--- src/rtl/dmem_lsu_pkg.sv ---
// dmem_lsu_pkg: access size encodings, FSM state type and default memory size for the load/store unit.
package dmem_lsu_pkg;
  localparam int DEF_MEM_BYTES = 256;
  typedef enum logic [1:0] {SZ_B = 2'b00, SZ_H = 2'b01, SZ_W = 2'b10, SZ_X = 2'b11} size_e;
  typedef enum logic [1:0] {IDLE, RD, WR, RESP} state_e;
endpackage

--- src/rtl/dmem_lsu_if.sv ---
// dmem_lsu_if: CPU-side request/response bundle of the load/store unit.
interface dmem_lsu_if;
  logic        LSU_req_valid;
  logic        LSU_req_ready;
  logic        LSU_req_write;
  logic [1:0]  LSU_req_size;
  logic        LSU_req_unsigned;
  logic [31:0] LSU_req_addr;
  logic [31:0] LSU_req_wdata;
  logic        LSU_resp_valid;
  logic [31:0] LSU_resp_rdata;
  logic        LSU_resp_error;
  modport master (
    output LSU_req_valid, LSU_req_write, LSU_req_size, LSU_req_unsigned, LSU_req_addr, LSU_req_wdata,
    input  LSU_req_ready, LSU_resp_valid, LSU_resp_rdata, LSU_resp_error
  );
  modport slave (
    input  LSU_req_valid, LSU_req_write, LSU_req_size, LSU_req_unsigned, LSU_req_addr, LSU_req_wdata,
    output LSU_req_ready, LSU_resp_valid, LSU_resp_rdata, LSU_resp_error
  );
endinterface

--- src/rtl/dmem_lsu_lane.sv ---
// dmem_lsu_lane: big-endian lane extract/extend for loads and lane merge for sub-word stores.
module dmem_lsu_lane
  import dmem_lsu_pkg::*;
(
  input  logic [31:0] i_word,
  input  logic [1:0]  i_off,
  input  size_e       i_size,
  input  logic        i_uns,
  input  logic [31:0] i_wdata,
  output logic [31:0] o_ext,
  output logic [31:0] o_merge
);
  logic [4:0]  w_sh;
  logic [31:0] w_up, w_mask, w_ins;
  // Shifting left by the byte offset brings the addressed lane to the top.
  assign w_sh   = {i_off, 3'b000};
  assign w_up   = i_word << w_sh;
  assign o_ext  = i_size == SZ_B ? {{24{~i_uns & w_up[31]}}, w_up[31:24]} :
                  i_size == SZ_H ? {{16{~i_uns & w_up[31]}}, w_up[31:16]} : i_word;
  assign w_mask = i_size == SZ_B ? 32'hFF00_0000 >> w_sh :
                  i_size == SZ_H ? 32'hFFFF_0000 >> w_sh : 32'hFFFF_FFFF;
  assign w_ins  = i_size == SZ_B ? {i_wdata[7:0], 24'h0} >> w_sh :
                  i_size == SZ_H ? {i_wdata[15:0], 16'h0} >> w_sh : i_wdata;
  assign o_merge = (i_word & ~w_mask) | (w_ins & w_mask);
endmodule

--- src/rtl/dmem_lsu.sv ---
// dmem_lsu: single-outstanding load/store unit with range/alignment checks and read-modify-write sub-word stores.
module dmem_lsu
  import dmem_lsu_pkg::*;
#(
  parameter int MEM_BYTES = DEF_MEM_BYTES
) (
  input  logic        clk,
  input  logic        rst_n,
  dmem_lsu_if.slave   lsu,
  output logic [31:0] DMEM_address,
  output logic [31:0] DMEM_data_in,
  output logic        DMEM_mem_write,
  output logic        DMEM_mem_read,
  input  logic [31:0] DMEM_data_out
);
  state_e      r_state, w_next;
  size_e       r_size;
  logic [31:0] r_addr, r_data, r_rdata;
  logic        r_write, r_uns, r_err;
  logic        w_acc, w_err;
  logic [32:0] w_end;
  logic [31:0] w_ext, w_merge;
  assign w_acc = lsu.LSU_req_valid && r_state == IDLE;
  assign w_end = {1'b0, lsu.LSU_req_addr} + (lsu.LSU_req_size == SZ_B ? 33'd1 :
                                             lsu.LSU_req_size == SZ_H ? 33'd2 : 33'd4);
  assign w_err = lsu.LSU_req_size == SZ_X ||
                 (lsu.LSU_req_size == SZ_H && lsu.LSU_req_addr[0]) ||
                 (lsu.LSU_req_size == SZ_W && lsu.LSU_req_addr[1:0] != 2'b00) ||
                 w_end > 33'(MEM_BYTES);
  always_comb begin
    w_next = r_state;
    w_next = r_state == IDLE ? (w_acc ? (w_err ? RESP :
                                         (lsu.LSU_req_write && lsu.LSU_req_size == SZ_W) ? WR : RD) : IDLE) :
             r_state == RD   ? (r_write ? WR : RESP) :
             r_state == WR   ? RESP : IDLE;
  end
  // r_data holds store data from accept, then the merged word after the RMW read.
  always_ff @(posedge clk or negedge rst_n) begin
    if (!rst_n) begin
      r_state <= IDLE;
      r_size  <= SZ_B;
      r_addr  <= '0;
      r_data  <= '0;
      r_rdata <= '0;
      r_write <= 1'b0;
      r_uns   <= 1'b0;
      r_err   <= 1'b0;
    end else begin
      r_state <= w_next;
      if (w_acc) begin
        r_addr  <= lsu.LSU_req_addr;
        r_data  <= lsu.LSU_req_wdata;
        r_size  <= size_e'(lsu.LSU_req_size);
        r_write <= lsu.LSU_req_write;
        r_uns   <= lsu.LSU_req_unsigned;
        r_err   <= w_err;
        if (w_err) r_rdata <= '0;
      end
      if (r_state == RD) begin
        if (r_write) r_data <= w_merge;
        else r_rdata <= w_ext;
      end
      if (r_state == WR) r_rdata <= '0;
    end
  end
  dmem_lsu_lane u_lane (
    .i_word  (DMEM_data_out),
    .i_off   (r_addr[1:0]),
    .i_size  (r_size),
    .i_uns   (r_uns),
    .i_wdata (r_data),
    .o_ext   (w_ext),
    .o_merge (w_merge)
  );
  assign lsu.LSU_req_ready  = r_state == IDLE;
  assign lsu.LSU_resp_valid = r_state == RESP;
  assign lsu.LSU_resp_rdata = r_rdata;
  assign lsu.LSU_resp_error = r_state == RESP && r_err;
  assign DMEM_mem_read  = r_state == RD;
  assign DMEM_mem_write = r_state == WR;
  assign DMEM_address   = (r_state == RD || r_state == WR) ? {r_addr[31:2], 2'b00} : '0;
  assign DMEM_data_in   = r_state == WR ? r_data : '0;
endmodule

--- src/flat_wrapper.sv ---
// flat-port wrapper written by rule: the top's interface ports become plain ports
module dmem_lsu_flat import dmem_lsu_pkg::*;
#(
  parameter int MEM_BYTES = DEF_MEM_BYTES
)
  (clk, rst_n, DMEM_address, DMEM_data_in, DMEM_mem_write, DMEM_mem_read, DMEM_data_out, lsu_LSU_req_valid, lsu_LSU_req_write, lsu_LSU_req_size, lsu_LSU_req_unsigned, lsu_LSU_req_addr, lsu_LSU_req_wdata, lsu_LSU_req_ready, lsu_LSU_resp_valid, lsu_LSU_resp_rdata, lsu_LSU_resp_error);
  dmem_lsu_if lsu_i ();
  input  logic clk;
  input  logic rst_n;
  output logic [31:0] DMEM_address;
  output logic [31:0] DMEM_data_in;
  output logic DMEM_mem_write;
  output logic DMEM_mem_read;
  input  logic [31:0] DMEM_data_out;
  input wire logic [$bits(lsu_i.LSU_req_valid)-1:0] lsu_LSU_req_valid;
  input wire logic [$bits(lsu_i.LSU_req_write)-1:0] lsu_LSU_req_write;
  input wire logic [$bits(lsu_i.LSU_req_size)-1:0] lsu_LSU_req_size;
  input wire logic [$bits(lsu_i.LSU_req_unsigned)-1:0] lsu_LSU_req_unsigned;
  input wire logic [$bits(lsu_i.LSU_req_addr)-1:0] lsu_LSU_req_addr;
  input wire logic [$bits(lsu_i.LSU_req_wdata)-1:0] lsu_LSU_req_wdata;
  output wire logic [$bits(lsu_i.LSU_req_ready)-1:0] lsu_LSU_req_ready;
  output wire logic [$bits(lsu_i.LSU_resp_valid)-1:0] lsu_LSU_resp_valid;
  output wire logic [$bits(lsu_i.LSU_resp_rdata)-1:0] lsu_LSU_resp_rdata;
  output wire logic [$bits(lsu_i.LSU_resp_error)-1:0] lsu_LSU_resp_error;
  assign lsu_i.LSU_req_valid = lsu_LSU_req_valid;
  assign lsu_i.LSU_req_write = lsu_LSU_req_write;
  assign lsu_i.LSU_req_size = lsu_LSU_req_size;
  assign lsu_i.LSU_req_unsigned = lsu_LSU_req_unsigned;
  assign lsu_i.LSU_req_addr = lsu_LSU_req_addr;
  assign lsu_i.LSU_req_wdata = lsu_LSU_req_wdata;
  assign lsu_LSU_req_ready = lsu_i.LSU_req_ready;
  assign lsu_LSU_resp_valid = lsu_i.LSU_resp_valid;
  assign lsu_LSU_resp_rdata = lsu_i.LSU_resp_rdata;
  assign lsu_LSU_resp_error = lsu_i.LSU_resp_error;
  dmem_lsu #(.MEM_BYTES(MEM_BYTES)) u_core (.clk(clk), .rst_n(rst_n), .lsu(lsu_i), .DMEM_address(DMEM_address), .DMEM_data_in(DMEM_data_in), .DMEM_mem_write(DMEM_mem_write), .DMEM_mem_read(DMEM_mem_read), .DMEM_data_out(DMEM_data_out));
endmodule
--- config.mk ---
export PLATFORM = sky130hd
export DESIGN_NAME = dmem_lsu_flat
export DESIGN_NICKNAME = d
export VERILOG_FILES = /design/src/rtl/dmem_lsu_pkg.sv /design/src/rtl/dmem_lsu_if.sv /design/src/rtl/dmem_lsu_lane.sv /design/src/rtl/dmem_lsu.sv /design/src/flat_wrapper.sv
export SDC_FILE = /design/constraint.sdc
export NUM_CORES = 1
export LEC_CHECK = 0
export BUFFER_PORTS_ARGS = -buffer_cell sky130_fd_sc_hd__buf_2
export CAP_MARGIN = 0
export CORE_MARGIN = 2
export CORE_UTILIZATION = 45
export CTS_BUF_LIST = sky130_fd_sc_hd__clkbuf_8
export DETAILED_ROUTE_END_ITERATION = 8
export PLACE_DENSITY_LB_ADDON = 0.15
export SLEW_MARGIN = 30
export SYNTH_ARGS = -nofsm -noshare
export SYNTH_HDL_FRONTEND = slang
export SYNTH_SLANG_ARGS = --single-unit
--- constraint.sdc ---
create_clock -name clk -period 2.69 [get_ports clk]
set_clock_uncertainty 0.15 [all_clocks]
set_input_delay 0.269 -clock clk [delete_from_list [all_inputs] [get_ports clk]]
set_output_delay 0.269 -clock clk [all_outputs]
set_load 0.01 [all_outputs]
==> results.txt, run 1 <==
Post-CTS Setup Inserts - 0
CP Capture Type - flop
Pre-antenna DRT Iters - 6
hold path start - lsu_LSU_req_wdata[15]
Reg2Reg Setup Slack - 0.34 ns
vias in the first global route - 6553
gr ovfl total - 0
IO Pins - 204
post-DP HPWL - 16400 um
largest net degree at the start of global routing - 57
DR WL/cell - 18.2 um
CTS buffer count - 9
ys async rst share - 1.00
fillers - 1351
layout cells sized above 1 - 0.369
hold depth - 2
Synth top area share - 0.385
Die X-Extent - 126 um
fmax - 379 MHz
Static Leak - 4.30 nW
Initial Utilization - 0.460
Crit path top cell by count - a21o_1
vias post-DR - 6774
Setup TNS - 0 ns
Placed Instance Area - 8340 um2
number of inserted diodes - 0
Final Hold Vio Count - 0
CP Max Fanout - 24
fin crit period - 2.64 ns
Reg2Reg Depth - 7
CTS H-tree lvls - 3
CTS tree - built
CP max stage cell - or4_4
Seq/Total Area, Yosys - 0.385
Die ar. - 15900 um2
Clock Latency Late Sink - 0.39 ns
row count - 44
Crit path required time - 2.87 ns
post-synthesis cell type count - 60
CP delay by family, top - simple AND/OR/NAND/NOR gates
area leader, netlist - dfrtp_1
clock sink count - 103
GRT Resource Usage Total - 0.265
Power Total - 9.39 mW
Syn. warnings - 0
worst hold slack - 0.0213 ns
arrival time worst endpoint - 2.82 ns
Primary FF master, synth - dfrtp_1
Longest Clk Path Bufs - 2
DRT antenna net count - 0
number of nets in the layout - 1109
clk root buf - clkbuf_8
top post-synthesis cells by count - dfrtp_1, and2_1, nand2_1
Layout Area Growth over Synthesis - 31.7%
Slew Limit Headroom - 0.587
Placeable Area - 14500 um2
Die H - 126 um
Peak VDD IR - 0.000498 V
first-pass GRT wire length - 33600 um
Setup violations, final - 0
status - finished, final reports clean
Post-Syn Area - 6690 um2
PortBufs - 201
EDFF count, synth - 0
WL final - 21500 um
crit path cell chain - buf_2 > nor2_4 > ha_4 > fa_2 > a21o_1 > a21oi_2 > a31oi_1 > nor4_1 > a21oi_1 > or4_4 > o21ai_4 > buf_12 > a21o_1
Clk pin slew, worst setup/hold paths - 0.10 ns
Max Cap Viol - 0
DR DRC count - 0
cell count after synthesis - 734
max incr delay on CP - 0.53 ns
fin crit share - 0.982
cell area after layout - 8810 um2
RePlAce Congestion - 0.960
Tightest Hold Check Type - input port to flop
RR Startpoint - u_core.r_addr[1]
WS Path Type - input port to flop
multi-input combinational cell area - 3920 um2
initial antenna violation count - 1
register area - 2580 um2
Area contributors post-synth - dfrtp_1, mux2_2, and2_1
post-synthesis sequential element count - 103
Worst Setup Start Kind - input port
post-synthesis area per instance - 9.12 um2
Crit path buffers/inverters - 2
most common cell in the synthesized netlist - dfrtp_1
Pwr per Cell Area - 1070 nW/um2
DRT iter0 DRCs - 489
Max Slew Vio Count - 0
unrepaired setup endpoints after global routing - true
slew at the pin with the worst max-slew slack - 0.618 ns
via density per instance - 5.73
-- through the flow --
step | worst slack [ns] | cells | utilization
floorplan | -0.0496 | 735 | -
global placement | -0.322 | 1142 | 0.574
detailed placement | -0.464 | 1142 | 0.574
CTS | 0.0235 | 1182 | 0.605
global route | -0.0671 | 1182 | 0.606
finish | 0.0495 | 1182 | 0.606
-- per-layer routing --
metal | part of all wire | GRT usage
met2 | 0.50 | 0.465
met1 | 0.41 | 0.321
met5 | 0.00060 | 0
met3 | 0.061 | 0.0442
met4 | 0.035 | 0.113
-- worst register-to-register path, delay by kind of cell, from the launching register on --
kind | cells | cell delay, ns
compound gates | 2 | 0.71
flops | 1 | 0.47
simple gates | 3 | 0.46
buf+inv | 2 | 0.45
-- logic make-up (layout without fill, tap and decap cells) --
group,count (synthesis),after routing,synth area share
adder cells (fa/ha/maj),12,12,0.0236
buffers and inverters,69,332,0.0421
AO/OA/AOI/OAI,227,227,0.219
multiplexers,61,61,0.115
XOR/XNOR,4,4,0.00524
AND/OR/NAND/NOR,257,257,0.209
other,1,2,0.000560
flip-flops,103,103,0.385
-- repair_timing --
action,in CTS,in global routing
gates resized for setup,1,10
endpoints found under the hold margin,67,0
endpoints found under the setup margin,1,32
hold buffers,25,0
-- cell usage in the layout (no fill, tap or decap), types with 10 or more instances in the layout --
master,synthesis,routed
buf_2,0,199
and2_1,68,68
clkbuf_8,0,10
nand3_1,17,17
nor3_1,22,22
o21ai_0,46,43
mux2_2,46,46
buf_4,2,70
a31oi_1,17,17
nor2_1,33,32
a22oi_1,30,30
nor2b_1,12,11
a21o_1,27,27
dlygate4sd3_1,0,25
a221oi_1,11,11
nand2_1,56,56
dfrtp_1,103,103
inv_1,21,21
o22ai_1,13,13
a21oi_1,54,51
-- power breakdown --
group	internal [mW]	leakage (nW)	total (mW)	switching, mW
registers	2.26	1.28	2.75	0.489
logic	2.48	2.92	5.62	3.14
clock network	0.453	0.103	1.03	0.575
total	5.19	4.30	9.39	4.20
-- how the worst max path moves through the flow --
stage	cells past startpoint	endpoint	start	slack, ns
after CTS	12	u_core.lsu.LSU_resp_rdata[8]	lsu_LSU_req_size[1]	0.02
after global routing	13	u_core.lsu.LSU_resp_rdata[2]	lsu_LSU_req_size[0]	-0.07
final	13	u_core.lsu.LSU_resp_rdata[1]	lsu_LSU_req_size[0]	0.05
after floorplan	12	u_core.lsu.LSU_resp_rdata[16]	lsu_LSU_req_size[1]	-0.05
after detailed placement	12	u_core.lsu.LSU_resp_rdata[15]	lsu_LSU_req_size[1]	-0.46
after global placement	13	u_core.lsu.LSU_resp_rdata[0]	lsu_LSU_req_size[1]	-0.32
-- layout make-up --
cell class | instances | area share
multi-input combinational | 563 | 0.445
sequential | 103 | 0.293
timing repair buffer | 296 | 0.206
tap | 184 | 0.0261
clock buffer | 10 | 0.0156
inverter | 21 | 0.00895
clock inverter | 5 | 0.00653
Power figures use the tool's default switching activity.
==> run 2, diff against run 1 <==
- HOLD_SLACK_MARGIN: default -> 0.05
==> run 2 against run 1 <==
Compared with the run above: worst hold slack gained 0.042 ns; flip-flop and latch count is the same; die area stayed put; sequential power barely moved.
==> results.txt, run 2 (synthesis gave the netlist of run 1 again) <==
status - finished, final reports clean
slew at the pin with the worst max-slew slack - 0.629 ns (+0.0113 ns)
vias post-DR - 6812 (+0.56%)
clk root buf - clkbuf_8
IO Pins - 204 (unchanged)
unrepaired setup endpoints after global routing - true
worst hold slack - 0.0633 ns (+0.0420 ns)
PortBufs - 201 (unchanged)
CP delay by family, top - compound AO/OA/AOI/OAI gates
CTS tree - built
post-DP HPWL - 16400 um (unchanged)
DRT iter0 DRCs - 492 (+0.61%)
number of inserted diodes - 0 (unchanged)
Pre-antenna DRT Iters - 5 (-1)
Max Slew Vio Count - 0 (unchanged)
row count - 44 (unchanged)
Worst Setup Start Kind - input port
first-pass GRT wire length - 34000 um (+1.2%)
Static Leak - 4.37 nW (+1.7%)
CTS H-tree lvls - 3 (unchanged)
Layout Cells excl Fill - 1199 (+1.4%)
Placeable Area - 14500 um2 (unchanged)
most frequent cells in the layout - buf_2, dfrtp_1, buf_4
fmax - 379 MHz (+0.16%)
WL final - 21600 um (+0.49%)
fin crit period - 2.64 ns (-0.00421 ns)
Max Cap Viol - 0 (unchanged)
WS Path Type - input port to flop
RePlAce Congestion - 0.960 (unchanged)
via density per instance - 5.68 (-0.86%)
DR WL/cell - 18.0 um (-0.93%)
crit path cell chain - buf_2 > nor2_4 > ha_4 > fa_2 > a21o_1 > a21oi_2 > a31oi_1 > nor4_1 > a21oi_1 > or4_4 > o21ai_4 > buf_12 > a21o_1
Crit path top cell by count - a21o_1
Pwr per Cell Area - 1050 nW/um2 (-1.8%)
most common cell after layout, fill and taps aside - buf_2
Inst Count DP - 1142 (unchanged)
CTS buffer count - 9 (unchanged)
Die H - 126 um (unchanged)
Slew Limit Headroom - 0.579 (-0.00759)
DRT antenna net count - 0 (unchanged)
Tightest Hold Check Type - input port to flop
Crit path buffers/inverters - 2 (unchanged)
initial antenna violation count - 1 (unchanged)
largest net degree at the start of global routing - 57 (unchanged)
max incr delay on CP - 0.53 ns (about the same)
CP max stage cell - or4_4
number of nets in the layout - 1126 (+1.5%)
Longest Clk Path Bufs - 2 (unchanged)
fillers - 1335 (-1.2%)
Clock Latency Late Sink - 0.39 ns (about the same)
GRT Resource Usage Total - 0.267 (+0.00261)
DR DRC count - 0 (unchanged)
Post-CTS Setup Inserts - 0 (unchanged)
clock sink count - 103 (unchanged)
Crit path required time - 2.87 ns (about the same)
Setup violations, final - 0 (unchanged)
Layout Area Growth over Synthesis - 34.2%
Peak VDD IR - 0.000495 V (-0.60%)
arrival time worst endpoint - 2.82 ns (about the same)
layout cells sized above 1 - 0.363 (-0.00618)
Clk pin slew, worst setup/hold paths - 0.10 ns (about the same)
gr ovfl total - 0 (unchanged)
Die ar. - 15900 um2 (unchanged)
vias in the first global route - 6670 (+1.8%)
Setup TNS - 0 ns (unchanged)
Final Hold Vio Count - 0 (unchanged)
Die X-Extent - 126 um (unchanged)
CP Capture Type - flop
Initial Utilization - 0.460 (unchanged)
CP Max Fanout - 24 (unchanged)
fin crit share - 0.980 (-0.00156)
run 2: final timing paths:
kind | from | to | slack [ns] | depth (start not counted)
worst max-delay path | lsu_LSU_req_size[0] | u_core.lsu.LSU_resp_rdata[1] | 0.05 | 13
worst min-delay path | lsu_LSU_req_wdata[10] | flop | 0.06 | 3
worst max register to register | u_core.r_addr[1] | flop | 0.33 | 7
worst min register to register | u_core.lsu.LSU_resp_rdata[29] | u_core.lsu.LSU_resp_rdata[29] | 0.34 | 1
max in group asynchronous | rst_n | u_core.r_state[1] | 1.42 | 3
min in group asynchronous | rst_n | asynchronous set/reset pin | 0.26 | 2
run 2: power breakdown:
group | switching [mW] | total [mW] | internal (mW) | leakage (nW)
Clock | 0.574 | 1.03 | 0.453 | 0.103
Combinational | 3.13 | 5.63 | 2.50 | 2.99
Sequential | 0.491 | 2.75 | 2.26 | 1.28
run 2: area by class of cell:
class | count | area (um2) | area share
sequential | 103 | 2580 | 0.287
clock inverter | 5 | 57.6 | 0.00641
multi-input combinational | 563 | 3920 | 0.436
inverter | 21 | 78.8 | 0.00878
tap | 184 | 230 | 0.0256
clock buffer | 10 | 138 | 0.0153
timing repair buffer | 313 | 1980 | 0.221
run 2: tightest hold or removal path, cell delays in order:
cell and delay, ns:
buf_2 0.08, o22ai_1 0.08, a31oi_1 0.13
run 2: what timing repair did:
action | in CTS | in global routing
hold buffers | 42 | 0
cloned | 0 | 0
resized for setup | 1 | 10
hold endpoints to repair | 84 | 0
pin swaps | 0 | 0
endpoints found under the setup margin | 1 | 32
run 2: through the flow:
stage | instance area [um2] | util | worst slack, ns | power [mW]
4_1_cts | 8960 | 0.616 | 0.0235 | 9.43
5_1_grt | 8980 | 0.618 | -0.0671 | 10.1
2_1_floorplan | 6760 | - | -0.0496 | 6.32
6_report | 8980 | 0.618 | 0.0537 | 9.41
3_3_place_gp | 8340 | 0.574 | -0.322 | 8.26
3_5_place_dp | 8340 | 0.574 | -0.464 | 8.34
run 2: layer usage:
metal	global-route usage	share of wire	up-vias
met2	0.472	0.50	250
met4	0.118	0.035	2
met5	0	0.00060	-
met3	0.0433	0.062	47
li1	-	-	3250
met1	0.321	0.40	3263
